File: src/rtl/gpio_pkg.sv
// Shared constants and types for the memory-mapped GPIO responder.
package gpio_pkg;

    localparam int unsigned N_SW = 10;

    // Register select, decoded from DataAdr[3:2]
    typedef enum logic [1:0] {
        OFF_LED  = 2'd0,
        OFF_SW   = 2'd1,
        OFF_EDGE = 2'd2,
        OFF_CYC  = 2'd3
    } reg_sel_t;

endpackage

File: src/rtl/sw_debounce.sv
// One switch bit: two-flop synchronizer followed by a stability debouncer.
// Debouncer is built only when MMIO_GPIO_DEBOUNCE_EN is defined; otherwise stable follows s2.
module sw_debounce #(
    parameter int unsigned DEB_CYCLES = 16
) (
    input  logic clk,
    input  logic reset,
    input  logic sw_raw,
    output logic level,
    output logic rise
);

    logic s1, s2, stable;

    if (DEB_CYCLES < 1 || DEB_CYCLES > 65535) begin : g_deb_range
        $error("sw_debounce: DEB_CYCLES must be in 1..65535");
    end

    always_ff @(posedge clk) begin
        if (reset) begin
            s1 <= 1'b0;
            s2 <= 1'b0;
        end else begin
            s1 <= sw_raw;
            s2 <= s1;
        end
    end

`ifdef MMIO_GPIO_DEBOUNCE_EN
    logic [15:0] cnt;
    logic        done;

    // done marks the edge on which stable takes the new level
    assign done = (s2 != stable) && (cnt == 16'(DEB_CYCLES - 1));
    assign rise = done & s2;

    always_ff @(posedge clk) begin
        if (reset) begin
            stable <= 1'b0;
            cnt    <= '0;
        end else if (s2 == stable) begin
            cnt <= '0;
        end else if (done) begin
            stable <= s2;
            cnt    <= '0;
        end else begin
            cnt <= cnt + 16'd1;
        end
    end
`else
    assign rise = s2 & ~stable;

    always_ff @(posedge clk) begin
        if (reset) stable <= 1'b0;
        else       stable <= s2;
    end
`endif

    assign level = stable;

endmodule

File: src/rtl/mmio_gpio.sv
// Memory-mapped GPIO: LED register, debounced switches, W1C rising-edge latch, cycle counter.
// Debounce is enabled by defining MMIO_GPIO_DEBOUNCE_EN (see sw_debounce).
module mmio_gpio
    import gpio_pkg::*;
#(
    parameter logic [31:0] BASE_ADDR  = 32'h0000_0400,
    parameter int unsigned DEB_CYCLES = 16
) (
    input  logic              clk,
    input  logic              reset,
    input  logic              MemWrite,
    input  logic [31:0]       DataAdr,
    input  logic [31:0]       WriteData,
    output logic [31:0]       ReadData,
    output logic              hit,
    input  logic [N_SW-1:0]   switches,
    output logic [N_SW-1:0]   leds
);

    reg_sel_t         sel;
    logic             we;
    logic [N_SW-1:0]  sw_level;
    logic [N_SW-1:0]  sw_rise;
    logic [N_SW-1:0]  edge_q;
    logic [N_SW-1:0]  edge_clr;
    logic [31:0]      cyc;
    logic             unused_adr_lsb;

    if (BASE_ADDR[3:0] != 4'h0) begin : g_base_align
        $error("mmio_gpio: BASE_ADDR[3:0] must be zero");
    end

    assign hit = (DataAdr[31:4] == BASE_ADDR[31:4]);
    assign sel = reg_sel_t'(DataAdr[3:2]);
    assign we  = MemWrite & hit;
    assign unused_adr_lsb = ^DataAdr[1:0];

    for (genvar i = 0; i < N_SW; i++) begin : g_sw
        sw_debounce #(
            .DEB_CYCLES(DEB_CYCLES)
        ) u_deb (
            .clk    (clk),
            .reset  (reset),
            .sw_raw (switches[i]),
            .level  (sw_level[i]),
            .rise   (sw_rise[i])
        );
    end

    assign edge_clr = (we && sel == OFF_EDGE) ? WriteData[N_SW-1:0] : '0;

    // A rise landing on the same edge as a W1C clear keeps the bit set
    always_ff @(posedge clk) begin
        if (reset) begin
            leds   <= '0;
            edge_q <= '0;
            cyc    <= '0;
        end else begin
            if (we && sel == OFF_LED) leds <= WriteData[N_SW-1:0];
            edge_q <= (edge_q & ~edge_clr) | sw_rise;
            cyc    <= (we && sel == OFF_CYC) ? WriteData : cyc + 32'd1;
        end
    end

    always_comb begin
        ReadData = '0;
        if (hit) begin
            unique case (sel)
                OFF_LED:  ReadData = {{(32-N_SW){1'b0}}, leds};
                OFF_SW:   ReadData = {{(32-N_SW){1'b0}}, sw_level};
                OFF_EDGE: ReadData = {{(32-N_SW){1'b0}}, edge_q};
                OFF_CYC:  ReadData = cyc;
            endcase
        end
    end

endmodule

File: config.mk
export PLATFORM = sky130hd
export DESIGN_NAME = mmio_gpio
export DESIGN_NICKNAME = d
export VERILOG_FILES = /design/src/rtl/gpio_pkg.sv /design/src/rtl/sw_debounce.sv /design/src/rtl/mmio_gpio.sv
export SDC_FILE = /design/constraint.sdc
export NUM_CORES = 1
export LEC_CHECK = 0
export CAP_MARGIN = 10
export CORE_MARGIN = 10
export CORE_UTILIZATION = 38
export CTS_BUF_LIST = sky130_fd_sc_hd__clkbuf_16
export CTS_CLUSTER_DIAMETER = 200
export DETAILED_ROUTE_END_ITERATION = 10
export PLACE_DENSITY = 0.67
export SYNTH_ARGS = -nofsm -noshare
export SYNTH_HDL_FRONTEND = slang
export SYNTH_SLANG_ARGS = --single-unit
export TNS_END_PERCENT = 10
File: constraint.sdc
create_clock -name clk -period 2.4 [get_ports clk]
set_input_delay 0.48 -clock clk [delete_from_list [all_inputs] [get_ports clk]]
set_output_delay 0.48 -clock clk [all_outputs]
set_load 0.05 [all_outputs]
# Word-level counts from Yosys, hierarchy flattened
# Cells that the tools add are included.
[word_totals] ff_bits=82 in_bits=77 output_inout_bits=43 wordCells=70
[op_classes] n_addsub=1 n_eq_ne=4 muxes=4 n_bitwise=24 reduce_logical=4
[op_table] op="case mux 32 bit (4 select lines)" count=1
[op_table] op="2-to-1 mux 32 bit" count=2
[op_table] op="adder 32 x 1 -> 32 bit (second input constant)" count=1
[op_table] op="equality test 28 x 7 -> 1 bit (second input constant)" count=1
[op_table] op="bitwise AND 1 bit" count=11
[op_table] op="bitwise AND 10 bit" count=1
[op_table] op="2-to-1 mux 10 bit" count=1
[op_table] op="NOT 1 bit" count=10
[op_table] op="NOT 10 bit" count=1
[op_table] op="OR 10 bit" count=1
[op_table] op="equality test 2 bit (second input constant)" count=2
[op_table] op="logical AND 1 bit" count=3
[op_table] op="equality test 2 x 1 -> 1 bit (second input constant)" count=1
[op_table] op="zero test 2 bit" count=1

# Logic depth before layout (Yosys ltp)
[logic_depth] word_depth=7 depth_mapped=7 mapped_depth_nobuf=6

# Hierarchy
# Synthesis repeated with hierarchy kept, for this count alone.
[unflattened] hier_cells=415 hier_area_um2=4005.1
[by_module_without_submodules] module="mmio_gpio" n_inst=1 cells_per_inst=345 area_per_inst_um2=3129.3 seq_area_each_um2=1041.0
[by_module_without_submodules] module="sw_debounce" n_inst=10 cells_per_inst=7 area_per_inst_um2=87.6 seq_area_each_um2=60.1

# Worst setup path before layout
# Ideal clock, no wire load.
[synth_path] path_type="input to output" start="input DataAdr[21]" end="output ReadData[19]" t_arrival_ns=2.284 t_required_ns=1.920 slack_ns=-0.364 stages=4 n_path_buf=0 path_cell_list="nor4b_1 > and4_1 > nand2_1 > nor3_1"
[synth_via] elab_chain_len=2
[synth_rtl] item="start, declared" line="mmio_gpio.sv:12" text="input logic [31:0] DataAdr,"
[synth_rtl] item="equality test 28 x 7 -> 1 bit" line="mmio_gpio.sv:33" text="assign hit = (DataAdr[31:4] == BASE_ADDR[31:4]);"
[synth_rtl] item="2-to-1 mux 32 bit" line="mmio_gpio.sv:67" text="if (hit) begin"
[synth_rtl] item="end, declared" line="mmio_gpio.sv:14" text="output logic [31:0] ReadData,"
# Every way passes these cells.

# Worst setup path after layout
[layout_path] start="input DataAdr[4]" end="output ReadData[30]"
# Same word-level chain as after synthesis.

==> run_results.csv <==
group,metric,value,unit
status,status,"finished clean",
worst_setup_path,arrival,1.90,ns
final_layout,stdcell_count,702,
synthesis,ys_ff_latch,82,
synthesis,synth_edf_count,0,
clock_tree,cts.sinks,82,
synthesis,synth_top_area_frac,0.403,
synthesis,synth_fp_nets,495,
worst_setup_path,critPathLaunch,"DataAdr[4]",
timing,finalSetupViolations,0,
worst_setup_path,r2r_start,"cyc[1]",
global_route,overflow,0,
timing,fmax,0.420,GHz
die,start_util,0.393,
synthesis,seq_area_frac_synth,0.403,
synthesis,syn_inst,417,
place,dp.cells,663,
global_route,grt_pass1_vias,3752,
final_layout,n_fill_cell,870,
clock_tree,clk_latency,0.33,ns
timing,worstMarginPinSlew,0.627,ns
power,p_leak,0.00241,uW
die,num_rows,37,
final_layout,layout-drive-gt1-share,0.314,
clock_tree,cts-buffers-inserted,9,
timing,slew_headroom,0.581,
worst_setup_path,regToRegEndpoint,"cyc[26]",
worst_setup_path,crit_path_end,"ReadData[30]",
synthesis,synth.distinct_cells,45,
hold_path,min_path_cells,1,
synthesis,ys_warn_count,0,
worst_setup_path,start_kind,"primary input",
die,fp.dieW,124,um
timing,rsz0062_at_grt,"yes",
global_route,track_usage,0.164,
timing,post-route-min-period,2.38,ns
worst_setup_path,reg2reg_depth,6,
drt,routedWlPerCell,17.8,um
hold_path,hp-class,"reg -> reg",
final_layout,fin_nets,639,
synthesis,synthArstFlopShare,0,
drt,drt_pass1_iterations,4,
timing,fin_skew,0.00469,ns
global_route,grt_pass1_wl,19.7,mm
final_layout,diodes,0,
worst_setup_path,r2r_slack,0.28,ns
clock_tree,htree_levels,3,
die,core_area,10400,sq um
die,fp.dieH,124,um
synthesis,synth_flop_cell,"dfxtp_1",
place,numPortBuffers,117,
drt,via_per_inst,5.22,
drt,drcViolationCount,0,
worst_setup_path,crit_fanout,5,
drt,wl,12.5,mm
synthesis,yosys-top-cells-area,"dfxtp_1 (40%), nor2b_1 (6.1%), xnor2_1 (5.6%)",
place,gp_congestion,0.787,
job,maxCapViolations,0,
power,p_per_area,506,nW/um^2
clock_tree,ctsHoldBuffers,0,
synthesis,yosysMostFrequentCell,"dfxtp_1",
worst_setup_path,end_kind,"output port",
drt,antenna_left,0,
synthesis,syn_area,4070,sq um
global_route,antenna_found_initial,0,
timing,slew_violations,0,
drt,drtIter0Drc,151,
place,dp_hpwl,8.68,mm
drt,vias,3662,
worst_setup_path,timing_worst_setup_path_type,"in -> out",
timing,final-hold-violation-count,0,
die,num_io_pins,120,
global_route,grt_max_degree,83,
power,peakVddDrop,0.000500,V
clock_tree,root_buffer,"clkbuf_16",
timing,fin_crit_sh,0.992,
die,die_area,15300,sq um
synthesis,synth_top_cell_by_area,"dfxtp_1",
synthesis,avgSynthCellArea,9.77,sq um
final_layout,final_util,0.612,
worst_setup_path,cp.required,1.92,ns
final_layout,area_delta_synth_final,55.7,%
clock_tree,clock_path_buffers,2,
synthesis,synthTopCellsByCount,"dfxtp_1 (82), nor2_1 (48), nor2b_1 (40)",
clock_tree,clk_pin_slew,0.06,ns
clock_tree,cts_tree,"done",
==> stage by stage <==
stage                     hold WS [ns]  setup TNS, ns  power, uW  worst slack, ns  instance area [sq um]
after global routing             0.457         -0.292       3320          -0.0222                   6340
final                            0.436              0       3210           0.0184                   6340
after detailed placement         0.420         -18.51       1690           -0.404                   5650
after global placement           0.418         -17.45       1680           -0.362                   5650
after CTS                        0.436              0       3220          0.00273                   6270
after floorplan                  0.414          -1.69       1520           -0.364                   4070
==> cells in the final DEF, fill, tap and decap left out, types with 8 or more instances in the layout <==
cell	n
xnor2_1	26
clkbuf_2	8
and2_4	20
nor2_1	45
dfxtp_1	82
nor4_4	8
nor2b_1	40
buf_6	8
buf_2	10
mux4_2	9
nor3_1	8
nand4_1	11
buf_4	40
clkbuf_16	9
and3_1	16
a211oi_1	23
mux2i_1	11
nand3_1	11
nand2b_1	11
clkdlybuf4s50_1	53
nand2_1	9
a311oi_1	10
buf_12	30
==> report_power, final <==
group | switching (uW) | internal [uW]
Clock | 592 | 930
Sequential | 16.5 | 1390
Combinational | 106 | 171
==> area by class of cell <==
| cell class | count | area (sq um) | share of cell area |
|---|---|---|---|
| inverter | 4 | 15.0 | 0.00237 |
| tap | 136 | 170 | 0.0268 |
| sequential | 82 | 1640 | 0.259 |
| multi-input combinational | 304 | 2420 | 0.382 |
| clock inverter | 7 | 104 | 0.0164 |
| clock buffer | 9 | 225 | 0.0355 |
| timing repair buffer | 160 | 1760 | 0.278 |
==> flip-flops by register name, summed over array words and instances, names as in the netlist <==
signal,cells
g_sw.u_deb.s2,10
g_sw.u_deb.s1,10
leds,10
g_sw.u_deb.level,10
cyc,32
edge_q,10
==> kinds of logic after synthesis <==
kind of cell	share of synthesized area
and+or+nand+nor	0.313
buffers and inverters	0.0467
xor gates and xnor gates	0.0624
muxes	0.0833
DFF	0.403
adders and majority gates	0.00307
AOI/OAI and AO/OA	0.0882
==> worst max-delay path, stage by stage <==
cell and delay [ns]:
buf_6 0.10, nor4_4 0.30, and4_4 0.30, nand2_4 0.06, nor2_4 0.21, buf_6 0.17
and2_4 0.15, buf_12 0.13
==> worst min-delay path by stage <==
stage / from / endpoint
floorplan: g_sw[0].u_deb.s1 / g_sw[0].u_deb.s2
CTS: g_sw[2].u_deb.s1 / g_sw[2].u_deb.s2
global route: g_sw[2].u_deb.s1 / g_sw[2].u_deb.s2
detailed placement: g_sw[6].u_deb.s1 / g_sw[6].u_deb.s2
finish: g_sw[2].u_deb.s1 / g_sw[2].u_deb.s2
global placement: g_sw[4].u_deb.s1 / g_sw[4].u_deb.s2
==> metal layers <==
metal | up-vias | track usage | routed length, um
met3 | 26 | 0.0438 | 792
met5 | - | 0 | 0
met2 | 106 | 0.282 | 6220
met4 | 0 | 0.0662 | 366
met1 | 1741 | 0.191 | 5110
li1 | 1789 | - | -
==> timing repair <==
action	CTS	global route
pin swaps	11	12
gates resized for setup	109	39
endpoints found under the setup margin	33	53
gates cloned	5	0
buffers inserted	16	2
Note: power is estimated with default switching activity, not from simulation.
